--- config.mk ---
export PLATFORM = sky130hd
export DESIGN_NAME = spi_shift_framer
export DESIGN_NICKNAME = d
export VERILOG_FILES = /design/src/rtl/spi_shift_framer.sv
export SDC_FILE = /design/constraint.sdc
export NUM_CORES = 1
export LEC_CHECK = 0
export BUFFER_PORTS_ARGS = -buffer_cell sky130_fd_sc_hd__buf_2
export CORE_ASPECT_RATIO = 1.5
export CORE_MARGIN = 5
export CORE_UTILIZATION = 54
export CTS_BUF_LIST = sky130_fd_sc_hd__clkbuf_4 sky130_fd_sc_hd__clkbuf_8
export CTS_CLUSTER_SIZE = 30
export DETAILED_ROUTE_END_ITERATION = 8
export PLACE_DENSITY = 0.8
export SYNTH_ARGS = -nofsm -noshare
export SYNTH_HDL_FRONTEND = slang
export SYNTH_SLANG_ARGS = --single-unit
--- constraint.sdc ---
create_clock -name clk -period 1.7 [get_ports clk]
set_input_delay 0.17 -clock clk [delete_from_list [all_inputs] [get_ports clk]]
set_output_delay 0.17 -clock clk [all_outputs]
set_load 0.01 [all_outputs]
--- src/rtl/spi_shift_framer.sv ---
// SPI word framer: shifts MOSI in on conditioned SCLK rise, shifts the tx word out on SCLK fall,
// and hands each completed word to the consumer through a valid/pending/ack handshake.
module spi_shift_framer #(
    parameter int WIDTH = 8,
    parameter int CNT_W = 3
) (
    input  logic             clk,
    input  logic             reset,
    input  logic             cs_n,
    input  logic             sclk_posedge,
    input  logic             sclk_negedge,
    input  logic             mosi,
    input  logic             load_en,
    input  logic [WIDTH-1:0] load_data,
    input  logic             rx_ack,
    output logic             miso,
    output logic             miso_oe,
    output logic [WIDTH-1:0] rx_data,
    output logic             rx_valid,
    output logic             rx_pending,
    output logic             overrun,
    output logic             frame_abort,
    output logic [CNT_W-1:0] bit_count
);

    typedef enum logic [0:0] {
        ST_IDLE   = 1'b0,
        ST_ACTIVE = 1'b1
    } state_t;

    localparam logic [CNT_W-1:0] LP_LAST_BIT = CNT_W'(WIDTH - 1);
    localparam logic [CNT_W-1:0] LP_CNT_ONE  = CNT_W'(1);

    state_t           r_state;
    state_t           w_state_next;
    logic             w_rx_en;
    logic             w_tx_en;
    logic             w_leave;
    logic             w_word_done;
    logic [WIDTH-1:0] w_rx_next;

    logic [WIDTH-1:0] r_rx_shift;
    logic [WIDTH-1:0] r_tx_shift;
    logic [WIDTH-1:0] r_rx_data;
    logic [CNT_W-1:0] r_bit_count;
    logic             r_rx_valid;
    logic             r_rx_pending;
    logic             r_overrun;
    logic             r_frame_abort;

    // State register
    always_ff @(posedge clk or posedge reset) begin
        if (reset) begin
            r_state <= ST_IDLE;
        end else begin
            r_state <= w_state_next;
        end
    end

    // Next state; SCLK pulses only act while ACTIVE with cs_n still low, so the
    // entry and exit cycles ignore them
    always_comb begin
        w_state_next = r_state;
        w_rx_en      = 1'b0;
        w_tx_en      = 1'b0;
        w_leave      = 1'b0;
        case (r_state)
            ST_IDLE: begin
                if (!cs_n) begin
                    w_state_next = ST_ACTIVE;
                end else begin
                    w_state_next = ST_IDLE;
                end
            end
            ST_ACTIVE: begin
                if (cs_n) begin
                    w_state_next = ST_IDLE;
                    w_leave      = 1'b1;
                end else begin
                    w_state_next = ST_ACTIVE;
                    w_rx_en      = sclk_posedge;
                    w_tx_en      = sclk_negedge;
                end
            end
            default: begin
                w_state_next = ST_IDLE;
            end
        endcase
    end

    assign w_rx_next   = {r_rx_shift[WIDTH-2:0], mosi};
    assign w_word_done = w_rx_en && (r_bit_count == LP_LAST_BIT);

    // Receive shifter and bit counter; leaving the frame drops any partial word
    always_ff @(posedge clk or posedge reset) begin
        if (reset) begin
            r_rx_shift  <= '0;
            r_bit_count <= '0;
        end else if (w_leave) begin
            r_rx_shift  <= '0;
            r_bit_count <= '0;
        end else if (w_rx_en) begin
            r_rx_shift <= w_rx_next;
            if (w_word_done) begin
                r_bit_count <= '0;
            end else begin
                r_bit_count <= r_bit_count + LP_CNT_ONE;
            end
        end else begin
            r_rx_shift  <= r_rx_shift;
            r_bit_count <= r_bit_count;
        end
    end

    // Word hand-off, completion/abort pulses and handshake flags
    always_ff @(posedge clk or posedge reset) begin
        if (reset) begin
            r_rx_data     <= '0;
            r_rx_valid    <= 1'b0;
            r_rx_pending  <= 1'b0;
            r_overrun     <= 1'b0;
            r_frame_abort <= 1'b0;
        end else begin
            r_rx_valid    <= w_word_done;
            r_frame_abort <= w_leave && (r_bit_count != '0);
            if (w_word_done) begin
                r_rx_data    <= w_rx_next;
                r_rx_pending <= 1'b1;
            end else if (rx_ack) begin
                r_rx_data    <= r_rx_data;
                r_rx_pending <= 1'b0;
            end else begin
                r_rx_data    <= r_rx_data;
                r_rx_pending <= r_rx_pending;
            end
            // An ack arriving with the new word counts as having consumed the old one
            if (w_word_done && r_rx_pending && !rx_ack) begin
                r_overrun <= 1'b1;
            end else begin
                r_overrun <= r_overrun;
            end
        end
    end

    // Transmit shifter; a parallel load wins over a coincident SCLK fall
    always_ff @(posedge clk or posedge reset) begin
        if (reset) begin
            r_tx_shift <= '0;
        end else if (load_en) begin
            r_tx_shift <= load_data;
        end else if (w_tx_en) begin
            r_tx_shift <= {r_tx_shift[WIDTH-2:0], 1'b0};
        end else begin
            r_tx_shift <= r_tx_shift;
        end
    end

    assign miso_oe     = (r_state == ST_ACTIVE);
    assign miso        = (r_state == ST_ACTIVE) & r_tx_shift[WIDTH-1];
    assign rx_data     = r_rx_data;
    assign rx_valid    = r_rx_valid;
    assign rx_pending  = r_rx_pending;
    assign overrun     = r_overrun;
    assign frame_abort = r_frame_abort;
    assign bit_count   = r_bit_count;

endmodule
==> impl_summary.log <==
INFO  metric chipWidth = 50.4 um
INFO  metric synth.most_common_cell = sky130_fd_sc_hd__dfrtp_1
INFO  metric irDropWorstVdd = 0.000539 V
INFO  metric finished_cell_area = 0.00156 mm^2
INFO  metric r2r_setup_slack = 110 ps
INFO  metric wirelength = 2280 um
INFO  metric worst_ep_required_time = 1910 ps
INFO  metric yosys_register_bits = 31
INFO  metric cellPowerDensity = 863 mW/mm^2
INFO  metric final_worst_path_period_share = 93.8%
INFO  metric synth_cells = 110
INFO  metric grt_pass1_vias = 966
INFO  metric drc = 0
INFO  metric core_outline_area = 0.00239 mm^2
INFO  metric htree_num_levels = 2
INFO  metric chipHeight = 70.6 um
INFO  metric netlist_area = 0.00132 mm^2
INFO  metric port_buffers = 32
INFO  metric number_of_setup_buffers_added_after_cts = 0
INFO  metric cts_made_buffers = 5
INFO  metric cts_tree = built
INFO  metric min_period = 1590 ps
INFO  metric unrepaired_setup_endpoints_after_global_routing = false
INFO  metric drt-vias-per-instance = 5.27
INFO  metric report.final.setup_viol = 0
INFO  metric timing.final.hold_violations = 0
INFO  metric root_buffer = sky130_fd_sc_hd__clkbuf_4
INFO  metric crit-reg2reg-launch = bit_count[0]
INFO  metric drt-wirelength-per-cell = 13.3 um
INFO  metric site_row_count = 22
INFO  metric synth.top_cell.area_share = 58.7%
INFO  metric ys_top_cells_by_count = 31 x sky130_fd_sc_hd__dfrtp_1, 15 x sky130_fd_sc_hd__a21oi_1, 11 x sky130_fd_sc_hd__nand2_1
INFO  metric drt.antenna.violating_nets = 0
INFO  metric layout-area-overhead-vs-synth = 17.8%
INFO  metric io_pins = 33
INFO  metric cpMostUsedCell = sky130_fd_sc_hd__ha_1
INFO  metric crit_chain = ha_1 -> ha_1 -> nand2_2 -> mux2_2
INFO  metric maximum_number_of_pins_on_one_net_before_global_route_repair = 32
INFO  metric global_route.overflow_total = 0
INFO  metric numClockSinks = 31
INFO  metric grt_antenna_before_repair = 0
INFO  metric critical_path_peak_fanout = 11
INFO  metric clock_pin_slew_reported_for_the_worst_setup_and_hold_paths_after_clock_tree_synthesis = 90 ps
INFO  metric cts_max_path_buffers = 2
INFO  metric critical_path.startpoint_type = register
INFO  metric timing.setup.tns = 0 ps
INFO  metric post_synthesis_sequential_area_ratio = 58.7%
INFO  metric timing.critical_path.arrival = 1800 ps
INFO  metric drive_above_1_share = 34.5%
INFO  metric met3_wirelength = 138 um
INFO  metric die_area = 0.00356 mm^2
INFO  metric synth_edf_count = 0
INFO  metric layout.core_utilization = 65.0%
INFO  metric min-delay-path-class = in2reg
INFO  metric detailed_place_hpwl = 1750 um
INFO  metric max_cap_viol_count = 0
INFO  metric synth_area_per_cell = 12.0 um^2
INFO  metric worst_skew_late_latency = 320 ps
INFO  metric hold_path_startpoint = load_data[0]
INFO  metric yosysUniqueCellTypes = 24
INFO  metric tightest_slew = 610 ps
INFO  metric syn-num-nets = 129
INFO  metric worst_r2r_path_depth = 4
INFO  metric route.top_layer_used = met4
INFO  metric timing.critical_path.to_type = register
INFO  metric ys_warn_count = 0
INFO  metric cts_resized = 0
INFO  metric min_delay_worst_endpoint = r_tx_shift[0]
INFO  metric async_flop_share = 100%
INFO  metric total_routing_usage_reported_by_global_routing = 14.8%
INFO  metric synthDominantAreaCellType = sky130_fd_sc_hd__dfrtp_1
INFO  metric critical-path-slowest-cell = sky130_fd_sc_hd__dfrtp_1
INFO  metric vias = 906
INFO  metric drt_iter0_markers = 14
INFO  metric global_route_wire_length_before_repair = 4070 um
INFO  metric design.final.nets = 166
INFO  metric place_congestion = 0.722
INFO  metric final_clock_skew = 6.11 ps
INFO  metric relSlewSlack = 59.1%
INFO  metric status = finished clean
INFO  metric met2_wire_length = 1210 um
INFO  metric worstPathBufferInverterCount = 0
INFO  metric drtPass1Iterations = 4
INFO  metric timing.rr.end = rx_data[1]
INFO  metric postPlaceCellArea = 0.00149 mm^2
INFO  metric worst-setup-path-type = reg2reg
INFO  metric synth_top_flop_cell = sky130_fd_sc_hd__dfrtp_1
INFO  metric holdPathStages = 3
INFO  metric hold_slack = 57.7 ps
INFO  metric top_cell_family_by_delay_on_the_critical_path = adder cells
INFO  metric ys_top_cells_by_area = sky130_fd_sc_hd__dfrtp_1 59%, sky130_fd_sc_hd__mux2_4 8.0%, sky130_fd_sc_hd__a21oi_1 5.7%
INFO  metric clock.fmax = 627 MHz
INFO  metric antennaDiodeCount = 0
INFO  metric timing.critical_path.slowest_cell_delay = 420 ps
INFO  metric wirelength_met1 = 891 um
INFO  metric maxSlewViolCount = 0
INFO  metric initial_core_util = 55.2%
INFO  metric total_leakage_power = 0.875 nW
-- worst max path at each step --
stage,start,cells past startpoint,endpoint
after floorplan,bit_count[0],5,rx_data[0]
after global placement,bit_count[0],4,rx_data[1]
after detailed placement,bit_count[0],4,rx_data[1]
after CTS,bit_count[0],4,rx_data[1]
after global routing,bit_count[0],4,rx_data[1]
final,bit_count[0],4,rx_data[1]
-- registers in the layout, indices dropped and copies added (netlist names) --
signal / flops
r_tx_shift: 8
rx_data: 8
overrun: 1
frame_abort: 1
bit_count: 3
miso_oe: 1
rx_valid: 1
rx_pending: 1
r_rx_shift: 7
-- final cells by class --
type | count | area, um^2
Sequential cell | 31 | 776
Timing Repair Buffer | 35 | 185
Multi-Input combinational cell | 66 | 478
Clock inverter | 1 | 5.00
Tap cell | 24 | 30.0
Inverter | 8 | 30.0
Fill cell | 206 | 838
Clock buffer | 7 | 52.6
-- logic make-up after synthesis --
kind of cell,share of synthesized area (%)
buffers and inverters,5.11
muxes,8.81
DFF,58.7
AOI/OAI and AO/OA,14.1
and+or+nand+nor,10.4
adders and majority gates,2.84
-- routing by layer --
layer	vias to the layer above	GRT usage, %
li1	450	-
met1	424	17.3
met2	27	24.5
met3	5	3.79
met4	0	7.67
met5	-	0
-- repair_timing --
action / in CTS / in global routing
hold buffers: 1 / 0
endpoints found under the setup margin: 0 / 0
hold endpoints to repair: 31 / 0
-- report_power, final --
group          total [mW]  switching (mW)  internal [mW]
logic               0.128          0.0704         0.0576
clock network       0.423           0.230          0.193
registers           0.792          0.0228          0.769
-- layout by cell type (no fill, tap or decap), drive strengths merged --
cell type	synthesis	routed
a22o	8	8
o21bai	1	1
clkbuf	2	7
nand2b	1	1
buf	3	34
nor2	1	1
nand3b	1	1
a21oi	15	15
ha	3	3
inv	8	8
nor2b	7	7
clkinv	0	1
and2	1	1
dfrtp	31	31
and3b	2	2
dlygate4sd3	0	1
nand2	12	12
a32o	1	1
o2bb2ai	1	1
o21ai	3	3
nand3	1	1
mux2	8	8
-- through the flow --
step | instances | worst slack, ps | power [mW]
finish | 172 | 106 | 1.34
global placement | 163 | 155 | 0.930
CTS | 172 | 97.0 | 1.36
detailed placement | 163 | 111 | 0.936
global route | 172 | 11.1 | 1.43
floorplan | 110 | 216 | 0.886
-- worst register-to-register path, cell delays in order (launching register included) --
cell	delay, ps
sky130_fd_sc_hd__dfrtp_1	420
sky130_fd_sc_hd__ha_1	210
sky130_fd_sc_hd__ha_1	220
sky130_fd_sc_hd__nand2_2	260
sky130_fd_sc_hd__mux2_2	370
Power figures use the tool's default switching activity.
